## config.mk

```make
export PLATFORM = sky130hd
export DESIGN_NAME = operand_fetch_pipe
export DESIGN_NICKNAME = d
export VERILOG_FILES = /design/src/rtl/operand_fetch_pipe.sv
export SDC_FILE = /design/constraint.sdc
export NUM_CORES = 2
export LEC_CHECK = 0
export CORE_MARGIN = 2
export CORE_UTILIZATION = 35
export DETAILED_ROUTE_END_ITERATION = 10
export DONT_BUFFER_PORTS = 1
export GPL_TIMING_DRIVEN = 0
export PLACE_DENSITY = 0.47
export RECOVER_POWER = 25
export SYNTH_ARGS = -nofsm -noshare
export SYNTH_HDL_FRONTEND = slang
export SYNTH_SLANG_ARGS = --single-unit
```

## constraint.sdc

```tcl
create_clock -name CLK -period 4.3 [get_ports CLK]
set_input_delay 1.075 -clock CLK [delete_from_list [all_inputs] [get_ports CLK]]
set_output_delay 1.075 -clock CLK [all_outputs]
set_load 0.05 [all_outputs]
```

## src/rtl/operand_fetch_pipe.sv

```systemverilog
// Operand-fetch stage: two 2R/1W register banks (int/float), valid/ready output register,
// load-use stall, write-back bypass; EX-result forwarding enabled by defining OPF_FWD_EN.
module operand_fetch_pipe #(
  parameter int DATA_W         = 32,
  parameter int REG_ADDR_W     = 5,
  parameter int CTRL_W         = 24,
  parameter int INST_MEM_WIDTH = 2
) (
  input  logic                      CLK,
  input  logic                      reset,
  input  logic                      in_valid,
  output logic                      in_ready,
  input  logic                      AorF,
  input  logic                      RegWrite,
  input  logic                      MemRead,
  input  logic [REG_ADDR_W-1:0]     rs,
  input  logic [REG_ADDR_W-1:0]     rt,
  input  logic [REG_ADDR_W-1:0]     wdst,
  input  logic [CTRL_W-1:0]         ctrl,
  input  logic [15:0]               immediate,
  input  logic [INST_MEM_WIDTH-1:0] pc,
  input  logic                      wb_en,
  input  logic                      wb_AorF,
  input  logic [REG_ADDR_W-1:0]     wb_addr,
  input  logic [DATA_W-1:0]         wb_data,
  input  logic                      fwd_en,
  input  logic                      fwd_AorF,
  input  logic [REG_ADDR_W-1:0]     fwd_addr,
  input  logic [DATA_W-1:0]         fwd_data,
  input  logic                      flush,
  input  logic                      out_ready,
  output logic                      out_valid,
  output logic [DATA_W-1:0]         op1,
  output logic [DATA_W-1:0]         op2,
  output logic                      AorF_next,
  output logic                      RegWrite_next,
  output logic                      MemRead_next,
  output logic [REG_ADDR_W-1:0]     wdst_next,
  output logic [REG_ADDR_W-1:0]     rt_next,
  output logic [CTRL_W-1:0]         ctrl_next,
  output logic [15:0]               immediate_next,
  output logic [INST_MEM_WIDTH-1:0] pc_next
);

  localparam int NREG = 2 ** REG_ADDR_W;

  logic [DATA_W-1:0] r_bank_int [NREG];
  logic [DATA_W-1:0] r_bank_flt [NREG];

  logic                      r_out_valid;
  logic [DATA_W-1:0]         r_op1;
  logic [DATA_W-1:0]         r_op2;
  logic                      r_aorf;
  logic                      r_regwrite;
  logic                      r_memread;
  logic [REG_ADDR_W-1:0]     r_wdst;
  logic [REG_ADDR_W-1:0]     r_rt;
  logic [CTRL_W-1:0]         r_ctrl;
  logic [15:0]               r_imm;
  logic [INST_MEM_WIDTH-1:0] r_pc;

  logic w_advance;
  logic w_hazard;
  logic w_accept;
  logic w_wdst_hit;
  logic w_wdst_is_r0;
  logic [DATA_W-1:0] w_op1;
  logic [DATA_W-1:0] w_op2;

`ifndef OPF_FWD_EN
  logic w_fwd_unused;
  assign w_fwd_unused = ^{fwd_en, fwd_AorF, fwd_addr, fwd_data};
`endif

  // Int r0 is hard-wired to zero, so writes to it are simply dropped.
  always_ff @(posedge CLK) begin
    if (reset) begin
      for (int i = 0; i < NREG; i++) begin
        r_bank_int[i] <= '0;
        r_bank_flt[i] <= '0;
      end
    end else if (wb_en) begin
      if (wb_AorF)
        r_bank_flt[wb_addr] <= wb_data;
      else if (wb_addr != '0)
        r_bank_int[wb_addr] <= wb_data;
    end
  end

  // One read port per source operand; port 0 serves rs, port 1 serves rt.
  genvar gi;
  generate
    for (gi = 0; gi < 2; gi++) begin : g_port
      logic [REG_ADDR_W-1:0] w_idx;
      logic [DATA_W-1:0]     w_val;

      if (gi == 0) begin : g_rs
        assign w_idx = rs;
      end else begin : g_rt
        assign w_idx = rt;
      end

      always_comb begin
        w_val = AorF ? r_bank_flt[w_idx] : r_bank_int[w_idx];
        if (wb_en && (wb_AorF == AorF) && (wb_addr == w_idx))
          w_val = wb_data;
`ifdef OPF_FWD_EN
        if (fwd_en && (fwd_AorF == AorF) && (fwd_addr == w_idx))
          w_val = fwd_data;
`endif
        if (!AorF && (w_idx == '0))
          w_val = '0;
      end
    end
  endgenerate

  assign w_op1 = g_port[0].w_val;
  assign w_op2 = g_port[1].w_val;

  // A load still sitting in the output register cannot feed a dependent instruction yet.
  assign w_wdst_hit   = (r_wdst == rs) || (r_wdst == rt);
  assign w_wdst_is_r0 = !r_aorf && (r_wdst == '0);
  assign w_hazard     = r_out_valid && r_memread && r_regwrite &&
                        (r_aorf == AorF) && w_wdst_hit && !w_wdst_is_r0;

  assign w_advance = out_ready || !r_out_valid;
  assign in_ready  = w_advance && !w_hazard && !flush;
  assign w_accept  = in_valid && in_ready;

  always_ff @(posedge CLK) begin
    if (reset) begin
      r_out_valid <= 1'b0;
      r_op1       <= '0;
      r_op2       <= '0;
      r_aorf      <= 1'b0;
      r_regwrite  <= 1'b0;
      r_memread   <= 1'b0;
      r_wdst      <= '0;
      r_rt        <= '0;
      r_ctrl      <= '0;
      r_imm       <= '0;
      r_pc        <= '0;
    end else if (flush) begin
      r_out_valid <= 1'b0;
    end else if (w_advance) begin
      r_out_valid <= w_accept;
      if (w_accept) begin
        r_op1      <= w_op1;
        r_op2      <= w_op2;
        r_aorf     <= AorF;
        r_regwrite <= RegWrite;
        r_memread  <= MemRead;
        r_wdst     <= wdst;
        r_rt       <= rt;
        r_ctrl     <= ctrl;
        r_imm      <= immediate;
        r_pc       <= pc;
      end
    end
  end

  assign out_valid      = r_out_valid;
  assign op1            = r_op1;
  assign op2            = r_op2;
  assign AorF_next      = r_aorf;
  assign RegWrite_next  = r_regwrite;
  assign MemRead_next   = r_memread;
  assign wdst_next      = r_wdst;
  assign rt_next        = r_rt;
  assign ctrl_next      = r_ctrl;
  assign immediate_next = r_imm;
  assign pc_next        = r_pc;

endmodule

```

* Yosys cells after proc, flatten, opt, wreduce, memory -nomap -nowiden *
Memories as Yosys holds them, arrays and structs flattened.
Cells that the tools add are included.

word-level totals
  flip-flop bits (word level) = 120
  memory bits (writable) = 2048
  logic and storage cells = 73
  memories = 2

memories
  name        words  width  rd ports  clocked after Yosys merged registers in  wr ports  line  text
  r_bank_flt  32     32     2         0                                        32        48    logic [DATA_W-1:0] r_bank_flt [NREG];
  r_bank_int  32     32     2         0                                        32        47    logic [DATA_W-1:0] r_bank_int [NREG];

cells by class
  eq/ne operators = 6
  multiplexer cells = 23
  bitwise operators = 1
  reduce and logical (&&, ||, !) cells = 30

operators with widths
  kind               number
  $mux 32            8
  $reduce_or 32->1   2
  $eq 5x5->1         4
  $logic_not 5->1    3
  $logic_and 1x1->1  14
  $mux 1             13
  $mux 5             2
  $logic_not 1->1    6
  $reduce_bool 5->1  1
  $reduce_and 3->1   1
  $eq 1x1->1         2
  $logic_or 1x1->1   2
  $reduce_or 2->1    1
  $not 1->1          1

* Logic depth before layout (Yosys ltp) *
  depth in word-level cells = 10
  depth in mapped cells = 12

* Worst setup path before layout *
OpenSTA, ideal clock, no wires.

  path kind = input port to output port
  from = in rs[0]
  to = out in_ready
  data arrival time = 2920 ps
  required time = 3225 ps
  setup slack = 305 ps
  cell stages on the path = 7
  path through = buf_6 -> buf_6 -> xnor2_1 -> nand2_1 -> o22ai_2 -> and2_1 -> nor3_1

on the way
  cells in the longest elaborated chain, start to end = 7

RTL lines
  what                             line  text
  start, declared                  16    input logic [REG_ADDR_W-1:0] rs,
  $eq 5x5->1                       121   assign w_wdst_hit = (r_wdst == rs) || (r_wdst == rt);
  $logic_or 1x1->1                 121
  $logic_and 1x1->1 (2 in series)  124   (r_aorf == AorF) && w_wdst_hit && !w_wdst_is_r0;
  $logic_not 1->1                  127   assign in_ready = w_advance && !w_hazard && !flush;
  $logic_and 1x1->1 (2 in series)  127
  end, declared                    12    output logic in_ready,

Every way passes these cells.

* Worst setup path after layout *
  from = in rs[1]
  to = reg r_op1[21] (netlist: op1[21])

on the way
  cells in the longest elaborated chain, start to end = 9
  elaborated cells on any way between the ends = 18

RTL lines
  what                                                   line  text
  branches (longest 9 deep; another with $mem_v2 32x32)  --
  end signal, assigned                                   148   r_op1 <= w_op1;
  end, declared                                          51    logic [DATA_W-1:0] r_op1;

Parallel ways; which one is timed is not known.
A chain may end at the register's enable or synchronous reset.

==> run metrics <==
die area=331000 um2; CTS tree=built; Power Dens Cells=433 nW/um2; # setup viols final=147; max-slew violations=80; maximum VDD drop=291 uV; Initial Util=35.2%; H-tree depth=5; Arr. time, crit path=5.65 ns; CTS buffer count=270; Final Hold Slack=0.199 ns; I/O pin cnt=264; Port-buffer cells=0; core area=325000 um2; worst-path fanout max=10; total routed wirelength=647000 um; nets=8439; Worst Tran Pin Value=2.72 ns; Max Clk Rate=0.210 GHz; vias in the first global route=77800; DR vias=83200; Worst Slack Setup Final=-0.455 ns; postcts setup bufs=0; CP required=5.19 ns; Seq/Total Area, Yosys=55.9%; final count of hold timing violations=0; ANT nets after route=0; share of cells above drive strength 1=20.1%; Clock Tree Root=clkbuf_16; first-pass GRT wire length=812000 um; RD Place Congestion=1.16; skew final=0.0516 ns; Die X=576 um; HP Class=primary input to register; GR Util All Layers=38.2%; outcome=finished with violations; initial antenna violation count=144; via/cell ratio=6.43; hold buffers post-CTS=0; final period utilization=111%; ys async rst share=0%; Startpoint Class=primary input; Sink Count=2168; WL per Instance=50.0 um; CTS max path bufs=4; type of element capturing the critical path=register; post-detail-place hpwl=484000 um; drt pass-1 iters=7; setup TNS=-16.14 ns; fin crit period=4.75 ns; synthesized flop and latch total=2168; failing checks=max-capacitance violations, max-slew violations, negative setup slack; Synth Flop Type=edfxtp_1; Residual DRC=0; synthesis warning total=0; Rows=209; Leak=0.0441 uW; largest net degree at the start of global routing=33; crit path kind=primary input to register; Reg clk slew, reported paths=0.06 ns; max cap viols=8; DRT iter0 DRCs=14200; Syn Area/Cell=14.4 um2; synthesized cell area=114000 um2; post-synth cell types=69; synthesized instance count=7946; fillers=30300; slew margin rel.=-81.6%; Post-synth EDFFs=2048; Overflow after GRT=0; Skew-Pair Late Insertion Delay=0.96 ns; Syn-to-layout area delta=13.6%; DIE HEIGHT=576 um
==> registers in the layout, summed over array words and instances (netlist names), 2 cells and up <==
name,cells
wdst_next,5
pc_next,2
op2,32
ctrl_next,24
r_bank_flt,1024
r_bank_int,1024
immediate_next,16
rt_next,5
op1,32
==> layout by cell type (no fill, tap or decap), types with 121 or more instances in the layout <==
| master | count |
|---|---|
| clkbuf_16 | 283 |
| nand2_1 | 230 |
| diode_2 | 121 |
| a22oi_1 | 140 |
| clkbuf_1 | 626 |
| mux4_2 | 831 |
| edfxtp_1 | 2048 |
| mux2i_1 | 643 |
| and2_0 | 530 |
| nor2_1 | 140 |
| and2_1 | 1491 |
==> cell usage after synthesis, types with 4 or more instances <==
| cell | count | share of area [%] |
|---|---|---|
| a22o_1 | 36 | 0.28 |
| edfxtp_1 | 2048 | 54 |
| dfxtp_1 | 120 | 2.1 |
| o21a_1 | 4 | 0.026 |
| xnor2_1 | 17 | 0.13 |
| a211oi_2 | 21 | 0.23 |
| mux2i_1 | 656 | 5.7 |
| xor2_1 | 4 | 0.031 |
| nand4_1 | 32 | 0.18 |
| or2_2 | 67 | 0.37 |
| nor3_1 | 6 | 0.026 |
| a211oi_1 | 34 | 0.22 |
| nand3b_1 | 5 | 0.033 |
| buf_4 | 44 | 0.29 |
| buf_2 | 141 | 0.62 |
| o2111ai_1 | 18 | 0.14 |
| nor2_1 | 141 | 0.46 |
| nor2b_1 | 15 | 0.082 |
| buf_6 | 29 | 0.29 |
| nand3_1 | 120 | 0.53 |
| nand4b_1 | 5 | 0.038 |
| a31oi_1 | 25 | 0.14 |
| a22oi_1 | 140 | 0.92 |
| o2bb2ai_1 | 54 | 0.41 |
| o21ai_1 | 19 | 0.083 |
| mux2_2 | 35 | 0.34 |
| nor3b_1 | 4 | 0.026 |
| nand2b_1 | 10 | 0.055 |
| nand2_1 | 230 | 0.76 |
| and2_1 | 2023 | 11 |
| and3_1 | 4 | 0.022 |
| clkbuf_1 | 622 | 2.0 |
| inv_1 | 4 | 0.013 |
| o22ai_1 | 64 | 0.35 |
| a221oi_1 | 45 | 0.34 |
| o211ai_1 | 56 | 0.37 |
| o21ai_0 | 61 | 0.27 |
| buf_1 | 23 | 0.076 |
| a21oi_1 | 87 | 0.38 |
| mux4_2 | 831 | 16 |
| nor4_1 | 4 | 0.022 |
==> per-layer routing <==
layer | track usage [%] | vias to the layer above | part of all wire, %
met4 | 34.4 | 38 | 10
met3 | 14.9 | 1747 | 13
met2 | 53.8 | 6696 | 42
met1 | 45.0 | 43700 | 35
met5 | 0.775 | - | 0.067
li1 | - | 31000 | -
==> power by group <==
part           switching (uW)  total [uW]  internal [uW]  leakage [uW]
clock network            9910       23100          13100       0.00418
logic                    5720        8050           2330        0.0195
registers                 940       25200          24200        0.0204
total                   16600       56300          39700        0.0441
==> through the flow <==
stage | instance area, um2 | instances | power, uW | setup WS, ns | utilization (%)
floorplan | 114000 | 7977 | 28800 | 0.305 | -
finish | 130000 | 12900 | 56300 | -0.455 | 40.0
global route | 130000 | 12900 | 56700 | -0.0261 | 40.0
detailed placement | 121000 | 12300 | 33100 | -1.71 | 37.2
CTS | 129000 | 12800 | 55600 | 0.00123 | 39.9
global placement | 120000 | 12300 | 32900 | -2.47 | 36.9
==> critical path, stage by stage <==
cell and delay (ns):
buf_4 0.33, buf_2 0.71, buf_2 0.64, buf_2 0.71, mux4_2 0.39, o22ai_1 0.28
o41ai_1 1.16, a22o_1 0.24
==> timing repair <==
item | CTS | global route
gates resized for setup | 61 | 42
cloned | 0 | 0
pin swaps | 4 | 2
endpoints found under the setup margin | 63 | 61
==> path summary, 6_finish.rpt <==
kind | slack (ns) | end | startpoint | cells after the start
worst max-delay path | -0.45 | op1[21] | rs[1] | 8
worst min register to register | 0.72 | wdst_next[0] | wdst_next[0] | 2
worst max register to register | 0.06 | op2[24] | out_valid | 7
worst min-delay path | 0.20 | out_valid | flush | 1
==> kinds of logic after synthesis <==
logic type	after synthesis	synth area share (%)
AO/OA/AOI/OAI	688	4.39
multiplexers	1522	22.5
flip-flops	2168	55.9
buffers and inverters	866	3.34
other	1	0.00328
XOR/XNOR	21	0.161
AND/OR/NAND/NOR	2680	13.8
==> cell type report <==
type                       count  area [um2]  share of cell area, %
clock inverter               112        1030                  0.790
buffer                       859        3980                   3.07
sequential                  2168       63900                   49.2
timing repair buffer          49         801                  0.616
tap                         4325        5410                   4.17
multi-input combinational   4943       46900                   36.1
clock buffer                 364        7520                   5.79
antenna                      121         303                  0.233
inverter                       5        18.8                 0.0144
(Power assumes the default switching activity.)
